===== src/rtl/sensor_acquisition.sv =====
// sensor_acquisition: four-channel tick-sampled moving-average front end; ports clk, rst, sample_en, raw1..4 in, sensor1..4, valid, new_sample out; optional ZERO_PROPAGATE_EN forces zero output while a zero sample sits in the window
module sensor_acquisition #(
  parameter int AVG_LOG2   = 2,
  parameter int SAMPLE_DIV = 16
) (
  input  logic       clk,
  input  logic       rst,
  input  logic       sample_en,
  input  logic [7:0] raw1,
  input  logic [7:0] raw2,
  input  logic [7:0] raw3,
  input  logic [7:0] raw4,
  output logic [7:0] sensor1,
  output logic [7:0] sensor2,
  output logic [7:0] sensor3,
  output logic [7:0] sensor4,
  output logic       valid,
  output logic       new_sample
);
  localparam int DEPTH = 2 ** AVG_LOG2;
  localparam int SW = 8 + AVG_LOG2;
  localparam int CW = $clog2(SAMPLE_DIV);
  localparam int FW = AVG_LOG2 + 1;
  logic [CW-1:0] cnt;
  logic [FW-1:0] fill;
  logic [7:0] raw_a [4];
  logic [7:0] sens [4];
  logic [7:0] out_n [4];
  logic [7:0] win [4][DEPTH];
  logic [SW-1:0] sum [4];
  logic [SW-1:0] sum_n [4];
  logic tick, full, valid_n;
  assign raw_a = '{raw1, raw2, raw3, raw4};
  assign {sensor1, sensor2, sensor3, sensor4} = {sens[0], sens[1], sens[2], sens[3]};
  assign tick = sample_en && cnt == CW'(SAMPLE_DIV - 1);
  assign full = fill == FW'(DEPTH);
  assign valid_n = valid || (tick && fill == FW'(DEPTH - 1));
`ifdef ZERO_PROPAGATE_EN
  logic [FW-1:0] zc [4];
  logic [FW-1:0] zc_n [4];
  // Reset-cleared window slots are not samples, so only a real oldest zero leaves the count
  always_comb
    for (int i = 0; i < 4; i++) begin
      sum_n[i] = sum[i] + SW'(raw_a[i]) - SW'(win[i][DEPTH-1]);
      zc_n[i] = zc[i] + FW'(raw_a[i] == 8'd0) - FW'(full && win[i][DEPTH-1] == 8'd0);
      out_n[i] = zc_n[i] != '0 ? 8'd0 : 8'(sum_n[i] >> AVG_LOG2);
    end
`else
  always_comb
    for (int i = 0; i < 4; i++) begin
      sum_n[i] = sum[i] + SW'(raw_a[i]) - SW'(win[i][DEPTH-1]);
      out_n[i] = 8'(sum_n[i] >> AVG_LOG2);
    end
`endif
  always_ff @(posedge clk)
    if (rst) begin
      cnt <= '0;
      fill <= '0;
      valid <= 1'b0;
      new_sample <= 1'b0;
      for (int i = 0; i < 4; i++) begin
        sum[i] <= '0;
        sens[i] <= '0;
`ifdef ZERO_PROPAGATE_EN
        zc[i] <= '0;
`endif
        for (int k = 0; k < DEPTH; k++) win[i][k] <= '0;
      end
    end else begin
      if (sample_en) cnt <= tick ? '0 : cnt + CW'(1);
      valid <= valid_n;
      new_sample <= tick && valid_n;
      if (tick) begin
        if (!full) fill <= fill + FW'(1);
        for (int i = 0; i < 4; i++) begin
          sum[i] <= sum_n[i];
          sens[i] <= out_n[i];
`ifdef ZERO_PROPAGATE_EN
          zc[i] <= zc_n[i];
`endif
          win[i][0] <= raw_a[i];
          for (int k = 1; k < DEPTH; k++) win[i][k] <= win[i][k-1];
        end
      end
    end
endmodule


===== config.mk =====
export PLATFORM = sky130hd
export DESIGN_NAME = sensor_acquisition
export DESIGN_NICKNAME = d
export VERILOG_FILES = /design/src/rtl/sensor_acquisition.sv
export SDC_FILE = /design/constraint.sdc
export NUM_CORES = 1
export LEC_CHECK = 0
export CAP_MARGIN = 20
export CORE_AREA = 10 10 168 170
export CTS_CLUSTER_SIZE = 40
export DETAILED_ROUTE_END_ITERATION = 12
export DIE_AREA = 0 0 178 180
export PLACE_DENSITY_LB_ADDON = 0.3
export SLEW_MARGIN = 20
export SYNTH_ARGS = -nofsm -noshare
export SYNTH_HDL_FRONTEND = slang
export SYNTH_SLANG_ARGS = --single-unit

===== constraint.sdc =====
create_clock -name clk -period 7.85 [get_ports clk]
set_clock_uncertainty 0.2 [all_clocks]
set_input_delay 1.57 -clock clk [delete_from_list [all_inputs] [get_ports clk]]
set_output_delay 1.57 -clock clk [all_outputs]
set_load 0.01 [all_outputs]

==> flow_summary.yaml <==
status:
  status: "finished clean"
logic_synthesis:
  yosys.cell_types.count: 38
  synthFlopType: "edfxtp_1"
  synth.area.mux_share_pct: 0.215
  ys_seq_area_share_pct: 56.1
  syn_nets: 900
  synthXorXnorAreaFrac_pct: 1.88
  synth_top_family_by_area: "adder cells"
  synthSimpleGateAreaFrac_pct: 12.7
  ys_async_sr_fraction_pct: 0
  synth_fa_ha_area_share_pct: 12.8
  synth_compound_area_share_pct: 7.02
  syn_area_um2: 9320
  ys_ff_latch: 177
  synth_cells: 789
  synth_edf_count: 168
  syn_area_per_cell_um2: 11.8
  yosys_warnings: 0
cells_and_area:
  finalNonFillerCells: 1172
  layout_common_cells: "168 x edfxtp_1, 146 x inv_1, 104 x and2_1, 68 x clkdlybuf4s50_1, 58 x nor2_1"
  drive_above_1_share_pct: 4.40
  areaGrowthSynthToFinish_pct: 14.6
  final_common_cell: "edfxtp_1"
  final_nets: 939
power:
  p_leak_nw: 4.43
  ir_worst_vdd_uv: 86.0
  p_seq_share_pct: 49.6
  powerDensity_nw_per_um2: 202
  internal_power_mw: 1.62
  comb_power_share_pct: 13.0
  swShare_pct: 25.0
  clkPwrFrac_pct: 37.4
  p_switching_mw: 0.541
setup_path:
  end_kind: "flip-flop"
  slowest_stage: "fa_1"
  crit_arrival_ps: 4250
  worstPathRequired_ps: 7930
  critical-path-max-stage-delay_ps: 600
  path_cells: "clkdlybuf4s50_1 -> inv_1 -> fa_1 -> inv_1 -> ha_1 -> a211oi_1 -> o21ai_0 -> a21o_1 -> a2111o_1 -> o21ai_0"
  crit_fanout: 2
  start_kind: "input port"
  worst-setup-path-type: "input port to flip-flop"
clock_tree:
  cts_buffer_depth: 2
  clock_latency_ps: 430
  clk_pin_slew_worst_paths_ps: 70
  cts.sinks: 177
  ctsResizeCount: 0
  cts_setup_buffers: 0
  cts_buffers: 17
  h-tree-depth: 4
  root_buffer: "clkbuf_16"
  cts_tree: "done"
  postCtsHoldBufs: 0
placed_design:
  gp_congestion: 0.801
  dp.cells: 1139
  io_buffer_count: 68
  dp_hpwl_um: 10800
  dp_slack_ps: 3240
sta:
  finalHoldViolCount: 0
  max_freq_mhz: 240
  layout_min_cycle_time_ps: 4170
  drv_slew: 0
  setup_viol: 0
  rsz0062_at_grt: "false"
  finalSetupTns_ps: 0
  fin_crit_sh_pct: 53.1
  max-slew-margin-rel_pct: 34.7
  setup_ws_ps: 3680
  tightest_slew_ps: 980
  timing.hold.ws_ps: 296
floorplanning:
  io_pins: 69
  core_area_um2: 24900
  die_height_um: 180
  row_count: 58
  start_util_pct: 37.4
  die-area_um2: 32000
  dieWidth_um: 178
global_route:
  antenna_found_initial: 0
  grt_pass1_vias: 5430
  grt_pass1_wl_um: 27200
  grt_use_met1_pct: 14.5
  top_usage_layer: "met2"
  grt_start_max_net_pins: 102
  use_met3_pct: 3.19
  met2_usage_pct: 15.4
  grt_overflow: 0
  grt_usage_pct: 10.5
detailed_routing:
  first_iter_violations: 209
  postRouteAntennaNets: 0
  vias: 5324
  vias_per_cell: 4.54
  wl_per_cell_um: 13.9
  totalWireLength_um: 16300
  drt_pass1_iterations: 6
  drc: 0
hold_path:
  hp-class: "flip-flop to flip-flop"
job:
  max-cap-violations: 0
## power by group through the flow
stage / registers, mW / clock network, mW / logic, mW
finish: 1.07 / 0.809 / 0.280
global route: 1.08 / 0.872 / 0.320
CTS: 1.07 / 0.835 / 0.285
detailed placement: 1.09 / 0 / 0.282
global placement: 1.09 / 0 / 0.277
floorplan: 1.10 / 0 / 0.210
## worst paths after layout
kind	cells after the start	slack (ps)	start	endpoint
max	10	3680	raw1[1]	sum[0][9]$_SDFFCE_PN0P_
min	2	300	valid$_SDFF_PP0_	new_sample$_SDFF_PP0_
max reg2reg	9	5030	sum[0][1]$_SDFFCE_PN0P_	sum[0][9]$_SDFFCE_PN0P_
min reg2reg	2	300	valid$_SDFF_PP0_	new_sample$_SDFF_PP0_
## synth_stat cells, drive strengths merged (10+ instances only)
library cell / instances / area share [%]
a21o: 10 / 0.81
xor2: 14 / 1.3
nor2: 59 / 2.5
edfxtp: 168 / 54
nor3: 23 / 1.2
ha: 44 / 5.9
fa: 32 / 6.9
a21oi: 23 / 1.2
nand2: 12 / 0.48
inv: 146 / 5.9
clkbuf: 11 / 0.47
o21ai: 27 / 1.4
and2: 104 / 7.0
buf: 40 / 3.0
a211oi: 12 / 1.1
## layout make-up
type | instances | area, um2
tap | 330 | 413
fill | 2362 | 14200
clock inverter | 13 | 114
clock buffer | 19 | 433
timing repair buffer | 71 | 716
sequential | 177 | 5230
multi-input combinational | 415 | 3230
antenna | 1 | 2.50
inverter | 146 | 548
## worst max-delay path: cells and delay by family
kind                       cells  cell delay, ps
buffers and inverters          3             590
adders and majority gates      2             910
AOI/OAI and AO/OA              5            1170
## sequential cells by signal (all words and copies together) (netlist names)
| register | count |
|---|---|
| fill | 3 |
| new_sample | 1 |
| win | 128 |
| sens | 30 |
| valid | 1 |
| cnt | 4 |
| sum | 10 |
## metrics by stage
stage | power (mW) | area, um2 | utilization, %
2_1_floorplan | 1.31 | 9320 | -
6_report | 2.16 | 10700 | 42.9
3_3_place_gp | 1.37 | 10100 | 40.7
4_1_cts | 2.19 | 10700 | 42.9
5_1_grt | 2.27 | 10700 | 42.9
3_5_place_dp | 1.38 | 10100 | 40.7
## metal layers
metal	share of wire [%]	routed length, um	vias up
met1	51	8350	2566
met5	0	0	-
met4	0.87	142	0
met2	44	7120	83
met3	4.3	693	14
li1	-	-	2661
## cell families after synthesis
kind of cell               count (synthesis)
and+or+nand+nor                          219
buffers and inverters                    197
DFF                                      177
AOI/OAI and AO/OA                         98
adders and majority gates                 76
xor gates and xnor gates                  20
muxes                                      2
(Power assumes the default switching activity.)
